===== src/rtl/dlx_pkg.sv =====
// Shared DLX encodings: ALU operation codes, opcodes, R-type func codes and
// the decoded-control bundle that crosses the ID/EX boundary.
package dlx_pkg;

    localparam logic [3:0] ALU_ADD = 4'd0;
    localparam logic [3:0] ALU_SUB = 4'd1;
    localparam logic [3:0] ALU_SLT = 4'd2;
    localparam logic [3:0] ALU_SLE = 4'd3;
    localparam logic [3:0] ALU_SGT = 4'd4;
    localparam logic [3:0] ALU_SGE = 4'd5;
    localparam logic [3:0] ALU_SRA = 4'd7;
    localparam logic [3:0] ALU_SLL = 4'd9;
    localparam logic [3:0] ALU_SRL = 4'd10;
    localparam logic [3:0] ALU_SEQ = 4'd11;
    localparam logic [3:0] ALU_SNE = 4'd12;
    localparam logic [3:0] ALU_AND = 4'd13;
    localparam logic [3:0] ALU_OR  = 4'd14;
    localparam logic [3:0] ALU_XOR = 4'd15;

    localparam logic [5:0] OP_RTYPE = 6'h00;
    localparam logic [5:0] OP_J     = 6'h02;
    localparam logic [5:0] OP_JAL   = 6'h03;
    localparam logic [5:0] OP_BEQZ  = 6'h04;
    localparam logic [5:0] OP_BNEZ  = 6'h05;
    localparam logic [5:0] OP_ADDI  = 6'h08;
    localparam logic [5:0] OP_ADDUI = 6'h09;
    localparam logic [5:0] OP_SUBI  = 6'h0A;
    localparam logic [5:0] OP_SUBUI = 6'h0B;
    localparam logic [5:0] OP_ANDI  = 6'h0C;
    localparam logic [5:0] OP_ORI   = 6'h0D;
    localparam logic [5:0] OP_XORI  = 6'h0E;
    localparam logic [5:0] OP_JR    = 6'h12;
    localparam logic [5:0] OP_JALR  = 6'h13;
    localparam logic [5:0] OP_SLLI  = 6'h14;
    localparam logic [5:0] OP_SRLI  = 6'h16;
    localparam logic [5:0] OP_SRAI  = 6'h17;
    localparam logic [5:0] OP_SEQI  = 6'h18;
    localparam logic [5:0] OP_SNEI  = 6'h19;
    localparam logic [5:0] OP_SLTI  = 6'h1A;
    localparam logic [5:0] OP_SGTI  = 6'h1B;
    localparam logic [5:0] OP_SLEI  = 6'h1C;
    localparam logic [5:0] OP_SGEI  = 6'h1D;
    localparam logic [5:0] OP_LOAD_FIRST  = 6'h20;
    localparam logic [5:0] OP_LOAD_LAST   = 6'h25;
    localparam logic [5:0] OP_STORE_FIRST = 6'h28;
    localparam logic [5:0] OP_STORE_LAST  = 6'h2B;

    localparam logic [5:0] FN_NOP  = 6'h00;
    localparam logic [5:0] FN_SLL  = 6'h04;
    localparam logic [5:0] FN_SRL  = 6'h06;
    localparam logic [5:0] FN_SRA  = 6'h07;
    localparam logic [5:0] FN_ADD  = 6'h20;
    localparam logic [5:0] FN_ADDU = 6'h21;
    localparam logic [5:0] FN_SUB  = 6'h22;
    localparam logic [5:0] FN_SUBU = 6'h23;
    localparam logic [5:0] FN_AND  = 6'h24;
    localparam logic [5:0] FN_OR   = 6'h25;
    localparam logic [5:0] FN_XOR  = 6'h26;
    localparam logic [5:0] FN_SEQ  = 6'h28;
    localparam logic [5:0] FN_SNE  = 6'h29;
    localparam logic [5:0] FN_SLT  = 6'h2A;
    localparam logic [5:0] FN_SGT  = 6'h2B;
    localparam logic [5:0] FN_SLE  = 6'h2C;
    localparam logic [5:0] FN_SGE  = 6'h2D;

    typedef struct packed {
        logic [3:0] ctrl;
        logic       use_imm;
        logic       imm_signed;
        logic       check_of;
        logic       illegal;
    } dec_t;

endpackage


===== src/rtl/alu_ctrl_decode.sv =====
// Combinational opcode/func decoder producing the ALU control bundle.
module alu_ctrl_decode
    import dlx_pkg::*;
(
    input  logic [5:0] opcode_i,
    input  logic [5:0] func_i,
    output logic [3:0] ctrl_o,
    output logic       use_imm_o,
    output logic       imm_signed_o,
    output logic       check_of_o,
    output logic       illegal_o
);

    always_comb begin
        // NOTE: every output gets a default before the case so no path infers a latch.
        ctrl_o       = ALU_ADD;
        use_imm_o    = 1'b0;
        imm_signed_o = 1'b0;
        check_of_o   = 1'b0;
        illegal_o    = 1'b0;
        case (opcode_i)
            OP_RTYPE: begin
                case (func_i)
                    FN_NOP:  ctrl_o = ALU_ADD;
                    FN_ADD:  begin ctrl_o = ALU_ADD; check_of_o = 1'b1; end
                    FN_ADDU: ctrl_o = ALU_ADD;
                    FN_SUB:  begin ctrl_o = ALU_SUB; check_of_o = 1'b1; end
                    FN_SUBU: ctrl_o = ALU_SUB;
                    FN_AND:  ctrl_o = ALU_AND;
                    FN_OR:   ctrl_o = ALU_OR;
                    FN_XOR:  ctrl_o = ALU_XOR;
                    FN_SLL:  ctrl_o = ALU_SLL;
                    FN_SRL:  ctrl_o = ALU_SRL;
                    FN_SRA:  ctrl_o = ALU_SRA;
                    FN_SEQ:  ctrl_o = ALU_SEQ;
                    FN_SNE:  ctrl_o = ALU_SNE;
                    FN_SLT:  ctrl_o = ALU_SLT;
                    FN_SGT:  ctrl_o = ALU_SGT;
                    FN_SLE:  ctrl_o = ALU_SLE;
                    FN_SGE:  ctrl_o = ALU_SGE;
                    default: illegal_o = 1'b1;
                endcase
            end
            OP_ADDI, OP_ADDUI, OP_SUBI, OP_SUBUI, OP_ANDI, OP_ORI, OP_XORI,
            OP_SLLI, OP_SRLI, OP_SRAI, OP_SEQI, OP_SNEI, OP_SLTI, OP_SGTI,
            OP_SLEI, OP_SGEI: begin
                use_imm_o    = 1'b1;
                // Logical immediates and the unsigned arithmetic forms zero-extend.
                imm_signed_o = !(opcode_i inside {OP_ADDUI, OP_SUBUI, OP_ANDI, OP_ORI, OP_XORI});
                check_of_o   = (opcode_i inside {OP_ADDI, OP_SUBI});
                case (opcode_i)
                    OP_SUBI, OP_SUBUI: ctrl_o = ALU_SUB;
                    OP_ANDI: ctrl_o = ALU_AND;
                    OP_ORI:  ctrl_o = ALU_OR;
                    OP_XORI: ctrl_o = ALU_XOR;
                    OP_SLLI: ctrl_o = ALU_SLL;
                    OP_SRLI: ctrl_o = ALU_SRL;
                    OP_SRAI: ctrl_o = ALU_SRA;
                    OP_SEQI: ctrl_o = ALU_SEQ;
                    OP_SNEI: ctrl_o = ALU_SNE;
                    OP_SLTI: ctrl_o = ALU_SLT;
                    OP_SGTI: ctrl_o = ALU_SGT;
                    OP_SLEI: ctrl_o = ALU_SLE;
                    OP_SGEI: ctrl_o = ALU_SGE;
                    default: ctrl_o = ALU_ADD;
                endcase
            end
            // Branches test rs1 against zero through the ALU zero flag.
            OP_BEQZ, OP_BNEZ: ctrl_o = ALU_SEQ;
            OP_J, OP_JAL, OP_JR, OP_JALR: ctrl_o = ALU_ADD;
            default: begin
                if (opcode_i inside {[OP_LOAD_FIRST:OP_LOAD_LAST],
                                     [OP_STORE_FIRST:OP_STORE_LAST]}) begin
                    use_imm_o    = 1'b1;
                    imm_signed_o = 1'b1;
                end else begin
                    illegal_o = 1'b1;
                end
            end
        endcase
    end

endmodule


===== src/rtl/alu_ctrl_stage.sv =====
// ID/EX boundary register for ALU control: stall/flush priority, valid bit
// and the sticky illegal-instruction flag.
module alu_ctrl_stage
    import dlx_pkg::*;
(
    input  logic        clk,
    input  logic        rst_n,
    input  logic [0:31] instr,
    input  logic        in_valid,
    input  logic        stall,
    input  logic        flush,
    input  logic        illegal_clr,
    output logic [0:3]  ctrl,
    output logic        use_imm,
    output logic        imm_signed,
    output logic        check_of,
    output logic        ex_valid,
    output logic        illegal,
    output logic        illegal_seen
);

    logic [3:0] dec_ctrl;
    logic       dec_use_imm, dec_imm_signed, dec_check_of, dec_illegal;
    dec_t       dec, dec_d, dec_q;
    logic       valid_d, valid_q;
    logic       seen_d, seen_q;
    logic       instr_unused;

    assign instr_unused = ^instr[6:25];

    alu_ctrl_decode u_decode (
        .opcode_i     (instr[0:5]),
        .func_i       (instr[26:31]),
        .ctrl_o       (dec_ctrl),
        .use_imm_o    (dec_use_imm),
        .imm_signed_o (dec_imm_signed),
        .check_of_o   (dec_check_of),
        .illegal_o    (dec_illegal)
    );

    assign dec = '{ctrl: dec_ctrl, use_imm: dec_use_imm, imm_signed: dec_imm_signed,
                   check_of: dec_check_of, illegal: dec_illegal};

    always_comb begin
        dec_d   = dec_q;
        valid_d = valid_q;
        if (flush) begin
            dec_d   = '0;
            valid_d = 1'b0;
        end else if (!stall) begin
            valid_d = in_valid;
            dec_d   = in_valid ? dec : '0;
        end

        // A new illegal capture outranks a simultaneous clear.
        seen_d = seen_q;
        if (illegal_clr)
            seen_d = 1'b0;
        if (!flush && !stall && in_valid && dec.illegal)
            seen_d = 1'b1;
    end

    // NOTE: state registers use non-blocking assignments so every flop samples pre-edge values.
    always_ff @(posedge clk or negedge rst_n) begin
        if (!rst_n) begin
            dec_q   <= '0;
            valid_q <= 1'b0;
            seen_q  <= 1'b0;
        end else begin
            dec_q   <= dec_d;
            valid_q <= valid_d;
            seen_q  <= seen_d;
        end
    end

    assign ctrl         = dec_q.ctrl;
    assign use_imm      = dec_q.use_imm;
    assign imm_signed   = dec_q.imm_signed;
    assign check_of     = dec_q.check_of;
    assign illegal      = dec_q.illegal;
    assign ex_valid     = valid_q;
    assign illegal_seen = seen_q;

endmodule


===== config.mk =====
export PLATFORM = sky130hd
export DESIGN_NAME = alu_ctrl_stage
export DESIGN_NICKNAME = d
export VERILOG_FILES = /design/src/rtl/dlx_pkg.sv /design/src/rtl/alu_ctrl_decode.sv /design/src/rtl/alu_ctrl_stage.sv
export SDC_FILE = /design/constraint.sdc
export NUM_CORES = 1
export LEC_CHECK = 0
export CAP_MARGIN = 10
export CORE_ASPECT_RATIO = 0.7
export CORE_MARGIN = 2
export CORE_UTILIZATION = 35
export CTS_CLUSTER_DIAMETER = 40
export DETAILED_ROUTE_END_ITERATION = 12
export PLACE_DENSITY = 0.69
export SETUP_SLACK_MARGIN = 0.2
export SYNTH_ARGS = -nofsm -noshare
export SYNTH_HDL_FRONTEND = slang
export SYNTH_SLANG_ARGS = --single-unit

===== constraint.sdc =====
create_clock -name clk -period 1.2 [get_ports clk]
set_input_delay 0.18 -clock clk [delete_from_list [all_inputs] [get_ports clk]]
set_output_delay 0.18 -clock clk [all_outputs]
set_load 0.01 [all_outputs]

==> reports/results.txt <==
The first-iteration detailed-routing DRC count was 100. The worst hold path belongs to the class in -> async. Clock net sink count: 10.

The total of warnings raised by yosys came out at 0. The number of logic stages on the critical path including buffering was 9. Subtracting the final worst setup slack from the clock period gives 1.50 ns.

The count of nets after finishing is 250, and the data arrival at the endpoint of the critical path is 1.66 ns. In the final layout, the share of cells above drive strength 1 is 47.8%. STA classifies the critical path endpoint as a register.

The max-slew violation count was 0. The maximum frequency from static timing analysis is 0.668 GHz. The via count of the first global-routing pass is 1328. The worst setup path category was in -> reg.

Total inserted antenna cells: 0. Share of the synthesized netlist area taken by xor and xnor gates: 3.19%. The library cell used most frequently in the layout, excluding fill and tap cells, is buf_4. For the worst flop-to-flop path, the logic depth is 3.

The number of antenna violations at the first check in global routing came out at 0. Among all stages on the critical path, the largest delay is contributed by or3_4. Routability-driven placement finished with a final weighted congestion of 0.845. Of the total synthesized cell area, the portion taken by full adders, half adders and majority gates is 6.84%. The post-route clock period utilization came out at 125%. The floorplan step set the die width to 70.9 um. The later pin in the worst-skew pair is clocked with a latency of 0.24 ns.

Detailed placement ended at an HPWL of 2930 um. Hold repair after CTS inserted 0 buffers. In this run, synthesis inferred 0 flip-flops with an integrated enable. The worst setup path is launched from an input pin.

The category of cells accounting for the largest share of critical-path delay is compound AO/OA/AOI/OAI gates. For the worst setup path, the data required time is 1.36 ns. The tools report the master cell of the clock root buffer as clkbuf_8. The run gives 16 as the row count. The longest individual stage delay on the worst path was 0.40 ns; the buffers plus inverters on the worst setup path was 4. The tools report the post-route core utilization as 69.2%. The run gives 3 as the number of buffers added by the clock tree synthesis step.

The share of flip-flops with an asynchronous set or reset after synthesis was 100%; the core area was 2880 um2. The first global-routing pass estimated 6220 um of wire. Setup repair after global routing could not meet its margin everywhere.

Highest net fanout along the worst path: 5. Dividing the synthesized area by the synthesized cell count gives 8.01 um2. Port buffering added 27 buffers. Measured along the y axis, the die boundary spans 50.8 um. Setup violations remaining at the end of the flow were counted as 8. The tightest slew margin relative to the limit is 70.2%. The tools report the synthesized netlist cell count as 137. Number of levels the H-tree was split into: 1. Leaving out fill and tap cells, the most frequent cells in the layout are buf_4, nand2_1, dlygate4sd2_1. Traced cell by cell, the critical path runs through buf_8 -> buf_12 -> inv_16 -> ha_4 -> or3_4 -> o211ai_4 -> buf_4 -> a41oi_4 -> o21ai_1. The detailed router placed 1333 vias in this run. The tools report the final-report hold violation count as 0. In this run the remaining antenna-violating nets after routing total 0. The power density normalized to cell area is 655 nW/um2. Summed over all layers, the global routing overflow is 0. At the pin with the least slew margin, the transition time is 0.446 ns.

The power after layout came out at 1.31 mW. The average routed wire per standard cell is 16.0 um. The clock transition at the registers of the reported paths came out at 0.05 ns. The initial standard-cell utilization of the core was 38.1%. Relative to the synthesized area, the layout overhead comes to 81.9%. The logs give 0.886 nW for the reported leakage power and 0 for the max capacitance violation total. Primary flip-flop cell chosen by synthesis mapping: dfrtp_1. For the detailed-routing iteration count for the pre-antenna-repair pass, the log shows 4. The die covers 3610 um2. The setup slack of the critical path after layout was -0.298 ns; the per-cell via count in the routed design was 5.53. The total length of routed wires is 3860 um, and the DRC violations left is 0. By area, the combinational part of the netlist is dominated by compound AO/OA/AOI/OAI gates. The synthesized netlist devotes 23.9% of its cell area to simple gates. The logs give 0.312 mV for the highest ir drop seen on vdd and 1100 um2 for the total standard cell area after synthesis. TritonCTS built the clock tree. 48 I/O pins were placed.

The largest net degree at the start of global routing is 13. The share of cell area taken by muxes after synthesis came out at 4.79%. The deepest clock path buffer count was 2; the sequential share of the synthesized area was 22.8%. The checks that failed: negative setup slack.

The tools report the total routing usage reported by global routing as 22.1%. Number of nets in the synthesized netlist: 181. For the final database, setup skew stands at 0 ns. The flow ran to the end, but the final reports show violations.

The number of different library cells used by synthesis comes to 48. The synthesized netlist devotes 31.7% of its cell area to compound gates. The total of flip-flops plus latches after synthesis is 10.
final timing paths:
kind                                      from                        to  slack (ns)
max                                   instr[4]  illegal_seen$_DFFE_PN0P_       -0.30
min                                      rst_n       ctrl[1]$_DFFE_PN0P_        0.26
max reg2reg                ctrl[2]$_DFFE_PN0P_       ctrl[2]$_DFFE_PN0P_        0.32
min reg2reg                illegal$_DFFE_PN0P_       illegal$_DFFE_PN0P_        0.47
max in group asynchronous                rst_n       use_imm$_DFFE_PN0P_        0.64
min in group clk           illegal$_DFFE_PN0P_       illegal$_DFFE_PN0P_        0.47
power by group:
part           internal, mW  switching (mW)  total [mW]
Clock                 0.288           0.129       0.417
Combinational         0.279           0.259       0.538
Sequential            0.348         0.00479       0.353
Total                 0.915           0.392        1.31
cell type report:
| class | count | area (um2) |
|---|---|---|
| Multi-Input combinational cell | 111 | 980 |
| Sequential cell | 10 | 250 |
| Fill cell | 222 | 887 |
| Tap cell | 36 | 45.0 |
| Clock buffer | 4 | 55.1 |
| Inverter | 7 | 55.1 |
| Timing Repair Buffer | 73 | 611 |
cell usage after synthesis (3+ instances only):
library cell / number / area (um2)
nand2b_1: 3 / 18.8
mux2i_1: 3 / 30.0
clkbuf_1: 3 / 11.3
nand2_1: 16 / 60.1
a211oi_1: 3 / 22.5
nand3b_1: 3 / 22.5
inv_1: 7 / 26.3
ha_1: 6 / 75.1
o21ai_0: 8 / 40.0
a2bb2oi_1: 3 / 26.3
nor2b_1: 8 / 50.1
o211ai_1: 4 / 30.0
buf_2: 5 / 25.0
nor2_1: 6 / 22.5
dfrtp_1: 10 / 250
nand3_1: 3 / 15.0
nor3b_1: 4 / 30.0
a21oi_1: 7 / 35.0
flip-flops by register name, indices dropped and copies added, names as in the netlist:
signal	count
imm_signed	1
illegal_seen	1
illegal	1
ex_valid	1
check_of	1
use_imm	1
ctrl	4
routing by layer:
layer	vias to the layer above	wire [um]	share of wire, %	GRT usage, %
met4	0	29	0.75	6.92
met3	3	202	5.2	3.35
met2	43	1880	49	39.1
li1	649	-	-	-
met1	638	1750	45	28.0
met5	-	0	0	0
per-stage QoR:
step           hold WS, ns  cells  setup TNS (ns)  instance area [um2]  setup WS, ns
3_5_place_dp         0.471    231           -9.50                 1790         -1.11
5_1_grt              0.286    241           -2.89                 2000        -0.382
3_3_place_gp         0.462    231           -8.31                 1790         -1.01
6_report             0.258    241           -2.16                 2000        -0.298
2_1_floorplan       -0.116    137           -1.50                 1190        -0.246
4_1_cts              0.271    239           -2.11                 1940        -0.323
logic make-up after synthesis:
family | after synthesis
buffers and inverters | 16
flip-flops | 10
XOR/XNOR | 4
AO/OA/AOI/OAI | 47
adder cells (fa/ha/maj) | 6
multiplexers | 5
AND/OR/NAND/NOR | 49
repair_timing:
| action | CTS | global route |
|---|---|---|
| pin swaps | 16 | 9 |
| endpoints found under the hold margin | 0 | 0 |
| endpoints found under the setup margin | 20 | 9 |
| buffers inserted | 4 | 2 |
| resized for setup | 94 | 6 |
No activity file was read; power rests on OpenSTA's default activity.
